**config.mk**
```make
export PLATFORM = sky130hd
export DESIGN_NAME = adaptive_mode_arbiter
export DESIGN_NICKNAME = d
export VERILOG_FILES = /design/src/rtl/mode_arb_pkg.sv /design/src/rtl/mode_target_calc.sv /design/src/rtl/adaptive_mode_arbiter.sv
export SDC_FILE = /design/constraint.sdc
export NUM_CORES = 1
export LEC_CHECK = 0
export CAP_MARGIN = 20
export CELL_PAD_IN_SITES_DETAIL_PLACEMENT = 1
export CELL_PAD_IN_SITES_GLOBAL_PLACEMENT = 2
export CORE_MARGIN = 4
export CORE_UTILIZATION = 29
export CTS_CLUSTER_DIAMETER = 40
export DETAILED_ROUTE_END_ITERATION = 12
export PLACE_DENSITY = 0.8
export SYNTH_ARGS = -nofsm -noshare
export SYNTH_HDL_FRONTEND = slang
export SYNTH_SLANG_ARGS = --single-unit
```
**constraint.sdc**
```tcl
create_clock -name clk -period 3.2 [get_ports clk]
set_clock_uncertainty 0.1 [all_clocks]
set_input_delay 0.48 -clock clk [delete_from_list [all_inputs] [get_ports clk]]
set_output_delay 0.48 -clock clk [all_outputs]
set_load 0.05 [all_outputs]
```
**src/rtl/mode_arb_pkg.sv**
```systemverilog
// Shared types and defaults for the adaptive execution-mode arbiter.
// Holds the FSM state enum, default parameter values and a width helper.
package mode_arb_pkg;

  typedef enum logic [1:0] {
    IDLE      = 2'd0,
    REQUEST   = 2'd1,
    APPLY     = 2'd2,
    PROBATION = 2'd3
  } state_t;

  localparam int DEF_NUM_MODES    = 4;
  localparam int DEF_CONF_W       = 8;
  localparam int DEF_RUN_W        = 8;
  localparam int DEF_CONF_TH      = 40;
  localparam int DEF_RUNLEN_SHIFT = 2;
  localparam int DEF_PROB_CYCLES  = 8;
  localparam int DEF_TIMEOUT      = 16;
  localparam int DEF_RAMP         = 0;

  // Bits needed to count 0..n-1, never less than one.
  function automatic int cnt_w(input int n);
    return (n <= 2) ? 1 : $clog2(n);
  endfunction

endpackage

```
**src/rtl/mode_target_calc.sv**
```systemverilog
// Target-level computation: shift, clamp and confidence gate.
// In: wa_req, confidence, predicted_runlen, mode_sel. Out: target, accept.
module mode_target_calc
  import mode_arb_pkg::*;
#(
  parameter int NUM_MODES    = DEF_NUM_MODES,
  parameter int CONF_W       = DEF_CONF_W,
  parameter int RUN_W        = DEF_RUN_W,
  parameter int CONF_TH      = DEF_CONF_TH,
  parameter int RUNLEN_SHIFT = DEF_RUNLEN_SHIFT
) (
  input  logic                         wa_req,
  input  logic [CONF_W-1:0]            confidence,
  input  logic [RUN_W-1:0]             predicted_runlen,
  input  logic [$clog2(NUM_MODES)-1:0] mode_sel,
  output logic [$clog2(NUM_MODES)-1:0] target,
  output logic                         accept
);

  localparam int MODE_W = $clog2(NUM_MODES);
  localparam logic [RUN_W-1:0] TOP = RUN_W'(NUM_MODES - 1);
  localparam logic [CONF_W-1:0] TH = CONF_W'(CONF_TH);

  logic [RUN_W-1:0] shifted;

  always_comb begin
    shifted = predicted_runlen >> RUNLEN_SHIFT;
    // Clamp first so the comparison sees the level actually applied.
    if (shifted > TOP) begin
      target = TOP[MODE_W-1:0];
    end else begin
      target = shifted[MODE_W-1:0];
    end
    accept = wa_req && (confidence > TH) && (target != mode_sel);
  end

endmodule

```
**src/rtl/adaptive_mode_arbiter.sv**
```systemverilog
// Adaptive execution-mode arbiter: request/drain/apply/probation FSM.
// Optional MODE_ARB_STATS_EN adds switch_cnt/abort_cnt statistics outputs.
module adaptive_mode_arbiter
  import mode_arb_pkg::*;
#(
  parameter int NUM_MODES    = DEF_NUM_MODES,
  parameter int CONF_W       = DEF_CONF_W,
  parameter int RUN_W        = DEF_RUN_W,
  parameter int CONF_TH      = DEF_CONF_TH,
  parameter int RUNLEN_SHIFT = DEF_RUNLEN_SHIFT,
  parameter int PROB_CYCLES  = DEF_PROB_CYCLES,
  parameter int TIMEOUT      = DEF_TIMEOUT,
  parameter int RAMP         = DEF_RAMP,
  parameter int RESET_MODE   = NUM_MODES - 1
) (
  input  logic                         clk,
  input  logic                         rst_n,
  input  logic                         wa_req,
  input  logic [CONF_W-1:0]            confidence,
  input  logic [RUN_W-1:0]             predicted_runlen,
  input  logic                         alu_idle,
  output logic                         switch_req,
  output logic [$clog2(NUM_MODES)-1:0] mode_sel,
  output logic                         switch_done,
  output logic                         abort,
`ifdef MODE_ARB_STATS_EN
  output logic [15:0]                  switch_cnt,
  output logic [15:0]                  abort_cnt,
`endif
  output logic                         busy
);

  localparam int MODE_W = $clog2(NUM_MODES);
  localparam int WAIT_W = cnt_w(TIMEOUT);
  localparam int PROB_W = cnt_w(PROB_CYCLES);

  localparam logic [MODE_W-1:0] RST_M = MODE_W'(RESET_MODE);
  localparam logic [WAIT_W-1:0] WAIT_LAST = WAIT_W'(TIMEOUT - 1);
  localparam logic [PROB_W-1:0] PROB_LAST = PROB_W'(PROB_CYCLES - 1);

  state_t              state;
  logic [MODE_W-1:0]   tgt_q;
  logic [MODE_W-1:0]   target;
  logic [MODE_W-1:0]   next_mode;
  logic [WAIT_W-1:0]   wait_cnt;
  logic [PROB_W-1:0]   prob_cnt;
  logic                accept;

  mode_target_calc #(
    .NUM_MODES    (NUM_MODES),
    .CONF_W       (CONF_W),
    .RUN_W        (RUN_W),
    .CONF_TH      (CONF_TH),
    .RUNLEN_SHIFT (RUNLEN_SHIFT)
  ) u_calc (
    .wa_req           (wa_req),
    .confidence       (confidence),
    .predicted_runlen (predicted_runlen),
    .mode_sel         (mode_sel),
    .target           (target),
    .accept           (accept)
  );

  assign switch_req = (state == REQUEST);
  assign busy       = (state != IDLE);

  // Ramp mode steps one level toward the latched target per switch.
  always_comb begin
    next_mode = tgt_q;
    if (RAMP != 0) begin
      unique case (1'b1)
        (tgt_q > mode_sel): next_mode = mode_sel + 1'b1;
        (tgt_q < mode_sel): next_mode = mode_sel - 1'b1;
        default:            next_mode = mode_sel;
      endcase
    end
  end

  always_ff @(posedge clk or negedge rst_n) begin
    if (!rst_n) begin
      state       <= IDLE;
      mode_sel    <= RST_M;
      tgt_q       <= RST_M;
      wait_cnt    <= '0;
      prob_cnt    <= '0;
      switch_done <= 1'b0;
      abort       <= 1'b0;
    end else begin
      switch_done <= 1'b0;
      abort       <= 1'b0;
      unique case (state)
        IDLE: begin
          if (accept) begin
            tgt_q    <= target;
            wait_cnt <= '0;
            state    <= REQUEST;
          end
        end
        REQUEST: begin
          // A safe point on the final wait cycle still wins.
          if (alu_idle) begin
            wait_cnt <= '0;
            state    <= APPLY;
          end else if (wait_cnt == WAIT_LAST) begin
            wait_cnt <= '0;
            abort    <= 1'b1;
            state    <= IDLE;
          end else begin
            wait_cnt <= wait_cnt + 1'b1;
          end
        end
        APPLY: begin
          mode_sel    <= next_mode;
          prob_cnt    <= PROB_LAST;
          switch_done <= 1'b1;
          state       <= PROBATION;
        end
        PROBATION: begin
          if (prob_cnt == '0) begin
            state <= IDLE;
          end else begin
            prob_cnt <= prob_cnt - 1'b1;
          end
        end
        default: state <= IDLE;
      endcase
    end
  end

`ifdef MODE_ARB_STATS_EN
  always_ff @(posedge clk or negedge rst_n) begin
    if (!rst_n) begin
      switch_cnt <= '0;
      abort_cnt  <= '0;
    end else begin
      if (switch_done && (switch_cnt != 16'hFFFF)) begin
        switch_cnt <= switch_cnt + 16'd1;
      end
      if (abort && (abort_cnt != 16'hFFFF)) begin
        abort_cnt <= abort_cnt + 16'd1;
      end
    end
  end
`endif

endmodule
```
* Word-level counts from Yosys, hierarchy flattened
Cells that the tools add are included.
** Word-level totals
- Register bits after elaboration :: 15
- Bits in latches :: 0
- RAM bits :: 0
- ROM bits :: 0
- Word-level logic and storage cells :: 47
- Memories kept :: 0
** Operators by class
- Add/subtract/negate cells :: 2
- Multiply operators :: 0
- Divide/modulo/power cells :: 0
- Order comparisons :: 2
- Eq/ne operators :: 9
- Shifts and indexed selects :: 0
- Mux-type cells :: 16
- Bitwise logic cells :: 0
- Reductions and logical operators :: 11
** Operators by type and width (number)
- 4-bit two-way mux :: 3
- 2-bit two-way mux :: 5
- 8-bit by 6-bit > comparator with 1-bit output, second input constant :: 1
- 2-bit one-hot mux with 4 select lines :: 1
- 4-bit one-hot mux with 2 select lines :: 1
- 6-bit by 2-bit > comparator with 1-bit output, second input constant :: 1
- 2-bit inequality test, second input constant :: 3
- 3-bit one-hot mux with 2 select lines :: 1
- 2-bit AND reduction :: 3
- 2-bit nonzero test :: 3
- 4-bit by 1-bit adder with 4-bit output, second input constant :: 1
- 2-bit == test, second input constant :: 2
- 4-bit == test, second input constant :: 1
- 1-bit two-way mux :: 4
- 3-bit logical NOT :: 1
- 3-bit two-way mux :: 1
- 3-bit by 2-bit inequality test with 1-bit output, second input constant :: 1
- 3-bit AND reduction :: 1
- 3-bit by 1-bit subtractor with 3-bit output, second input constant :: 1
- 2-bit by 1-bit == test with 1-bit output, second input constant :: 1
- 1-bit logical AND :: 2
- 2-bit logical NOT :: 1
- 2-bit inequality test :: 1

* Longest topological paths before layout
- Word-level depth :: 6
- Depth in mapped cells :: 6
- Gate-level depth less buffers :: 6

* Modules after synthesis
A second synthesis with hierarchy kept.
** Second synthesis, totals
- Cell total of the unflattened synthesis :: 75
- Area total of the unflattened synthesis :: 809.5 µm²
** By module, submodules not included
- adaptive_mode_arbiter :: times used 1, cells each 64, area an instance 729.4 µm², sequential area each 380.4 µm²
- mode_target_calc :: times used 1, cells each 11, area an instance 80.1 µm², sequential area each 0.0 µm²

* Worst setup path after synthesis
Ideal clock, no wire load.
- Path type :: in2reg
- Start :: input port predicted_runlen[7]
- End :: register wait_cnt[1]
- Library setup time :: 65 ps
- Arrival time :: 1648 ps
- Slack :: 1386 ps
- Cell stages on the path :: 5
- Cell sequence :: or4_4 o21bai_4 a41oi_4 o21bai_4 a22o_1
** On the way
- Cells in the longest elaborated chain, start to end :: 6
** Ends and longest elaborated chain
- from (decl) :: RTL line adaptive_mode_arbiter.sv:20 : input logic [RUN_W-1:0] predicted_runlen,
- 6-bit by 2-bit > comparator with 1-bit output :: RTL line mode_target_calc.sv:29 : if (shifted > TOP) begin
- 2-bit two-way mux :: RTL line mode_target_calc.sv:29
- 2-bit inequality test :: RTL line mode_target_calc.sv:34 : accept = wa_req && (confidence > TH) && (target != mode_sel);
- 1-bit logical AND :: RTL line mode_target_calc.sv:34
- 2-bit inequality test (no line)
- 2-bit AND reduction (no line)
- to (signal assigned) :: RTL line adaptive_mode_arbiter.sv:109 : wait_cnt <= wait_cnt + 1'b1;
- to (decl) :: RTL line adaptive_mode_arbiter.sv:45 : logic [WAIT_W-1:0] wait_cnt;
No other way between the ends.
A chain may end at the register's enable or synchronous reset.

==> impl_metrics.csv <==
group,metric,value,unit
worst_setup_path,cp_num_buf_inv,2,
synth,ys_ff_latch,15,
worst_setup_path,cp.depth,3,
clock_tree,cts_resized,0,
grt,antenna_found_initial,0,
hold_path,hp-class,"flop to flop",
sta,fin_setup_tns,0,ps
final_layout,fillCellCount,327,
clock_tree,postCtsSetupBuffers,0,
floorplan,die_y,62.2,um
route,wl,1.93,mm
placement,gp_congestion,0.720,
placement,placed_area,0.00111,mm2
clock_tree,cts.sinks,15,
floorplan,coreArea,0.00278,mm2
synth,syn_avg_cell_area,10.4,um2
placement,dp_hpwl,1.56,mm
worst_setup_path,r2r_slack,1600,ps
power,p_total,927,uW
sta,hold_viol,0,
clock_tree,path_clk_slew,100,ps
grt,overflow,0,
route,drt-initial-drc-count,11,
synth,yosysTopAreaCellShare,0.323,
grt,gr-usage-all-layers,0.105,
final_layout,register_area,380,um2
sta,tightest_slew,663,ps
grt,grt_pass1_vias,687,
route,dr_total_vias,699,
run_status,status,"finished clean",
synth,postSynthCellCount,82,
final_layout,multi_input_area,440,um2
worst_setup_path,path_class,"flop to output port",
sta,whs,425,ps
final_layout,mostFrequentLayoutCell,"clkdlybuf4s50_1",
worst_setup_path,critPathArrivalTime,2010,ps
power,powerDensity,813,mW/mm2
synth,synth.area.top_cells,"dfrtp_1, dfstp_2, o21bai_4, ha_1, nor2_1",
power,p_leak,0.470,nW
worst_setup_path,slowest_stage,"clkdlybuf4s50_1",
grt,grt_pass1_wl,3.28,mm
placement,portBuffers,23,
worst_setup_path,cpPeakStageDelay,810,ps
sta,fin_crit_sh,0.810,
sta,fmax,386,MHz
sta,rsz0062_at_grt,"false",
route,wl_per_cell,14.0,um
final_layout,n_antenna_cell,0,
clock_tree,cts_hold_buf,0,
route,drcViolationCount,0,
floorplan,dieArea,0.00387,mm2
worst_setup_path,regToRegStartpoint,"mode_sel[0]",
worst_setup_path,crit_chain,"nor2_1, inv_1, clkdlybuf4s50_1",
floorplan,core.rowCount,19,
synth,netlist_area,852,um2
worst_setup_path,crit_required,2620,ps
floorplan,start_util,0.306,
clock_tree,numCtsBuffers,3,
grt,grt_max_degree,16,
worst_setup_path,startpoint_type,"flop",
worst_setup_path,r2r_end,"wait_cnt[2]",
flow_run,maxCapViolCount,0,
synth,syn_nets,105,
worst_setup_path,crit_fanout,14,
route,drtPass1Iterations,4,
sta,maxSlewHeadroom,0.557,
sta,setup_viol,0,
floorplan,boundaryPins,26,
final_layout,area_growth_syn_to_layout,33.8,%
route,final_antenna_net_count,0,
clock_tree,cts_root_buf,"clkbuf_4",
clock_tree,cts_tree,"yes",
worst_setup_path,cp-endpoint,"busy",
final_layout,final_cell_mix,"clkdlybuf4s50_1, dfrtp_1, nor2_1",
final_layout,final_nets,131,
synth,yosysUniqueCellTypes,29,
route,viasPerCell,5.07,
clock_tree,clockBufferDepth,2,
clock_tree,htreeDepth,1,
synth,yosys_warnings,0,
worst_setup_path,r2r_cells,4,
sta,drv_slew,0,
sta,period_needed,2590,ps
floorplan,die_x,62.2,um
final_layout,drive_above_1_share,0.150,
worst_setup_path,cp_top_family,"buffers and inverters",
final_layout,postLayoutCellArea,0.00114,mm2
synth,ys_seq_area_frac,0.446,
power,worst_ir_drop_vdd,0.000511,V
clock_tree,worstSkewPairLatency,300,ps
worst_setup_path,end_kind,"output port",
synth,post-synth-top-area-cell,"dfrtp_1",
logic make-up (layout without fill, tap and decap cells):
logic type                 after synthesis  in the layout  share of synthesized area
and+or+nand+nor                         30             30                      0.185
adders and majority gates                3              3                     0.0441
buffers and inverters                    8             33                     0.0367
xor gates and xnor gates                 1              1                     0.0103
AOI/OAI and AO/OA                       22             22                      0.238
muxes                                    3              3                     0.0396
DFF                                     15             15                      0.446
metrics by stage:
step | setup slack, ps | utilization | std cells
finish | 607 | 0.410 | 138
global placement | 814 | 0.400 | 134
global route | 475 | 0.410 | 138
detailed placement | 803 | 0.400 | 134
CTS | 586 | 0.410 | 138
floorplan | 1390 | - | 82
state kept, by name, indices dropped and copies added, names as in the netlist, named ones only:
signal       cells
abort            1
mode_sel         2
next_mode        2
prob_cnt         3
state            1
switch_done      1
wait_cnt         4
Yosys cell counts (all sizes together):
library cell / n
clkbuf: 1
a21o: 1
a221o: 1
o21bai: 3
mux2: 3
nand3: 4
ha: 3
nor4: 2
or4: 1
a41oi: 1
o21ai: 3
nand2: 5
nor3b: 1
nor2: 10
a32o: 1
nand3b: 2
nor2b: 2
a22o: 2
and2: 1
dfrtp: 11
dfstp: 4
buf: 1
nand2b: 1
a21oi: 5
nor4bb: 1
o2bb2ai: 1
xor2: 1
inv: 6
a31oi: 4
area by class of cell:
class                           count  share of cell area
Clock buffer                        3              0.0198
Timing Repair Buffer               23               0.202
Clock inverter                      1             0.00439
Sequential cell                    15               0.334
Tap cell                           31              0.0340
Multi-Input combinational cell     59               0.386
Inverter                            6              0.0198
power breakdown:
| group | total (mW) | internal, mW | switching, mW |
|---|---|---|---|
| logic | 0.435 | 0.213 | 0.223 |
| registers | 0.379 | 0.286 | 0.0936 |
| clock network | 0.113 | 0.0466 | 0.0660 |
worst register-to-register path, cell delays in order, from the launching register on:
cell,delay [ps]
dfstp_2,570
nand3b_1,130
a41oi_4,360
o21bai_4,110
a32o_1,220
worst min-delay path by stage:
stage / endpoint / cells after the start / start / slack [ps]
final: next_mode[1] / 2 / next_mode[1] / 430
after global routing: next_mode[1] / 2 / next_mode[1] / 450
after CTS: next_mode[1] / 2 / next_mode[1] / 430
after detailed placement: next_mode[1] / 2 / next_mode[1] / 410
after global placement: prob_cnt[2] / 1 / prob_cnt[2] / 410
after floorplan: async pin / 0 / rst_n / 80
routing by layer:
metal	wire length, um	global-route usage	vias to the layer above
met1	885	0.133	342
met3	65	0.0396	4
met5	0	0	-
met2	957	0.165	7
li1	-	-	346
met4	23	0.0325	0
(Power assumes the default switching activity.)
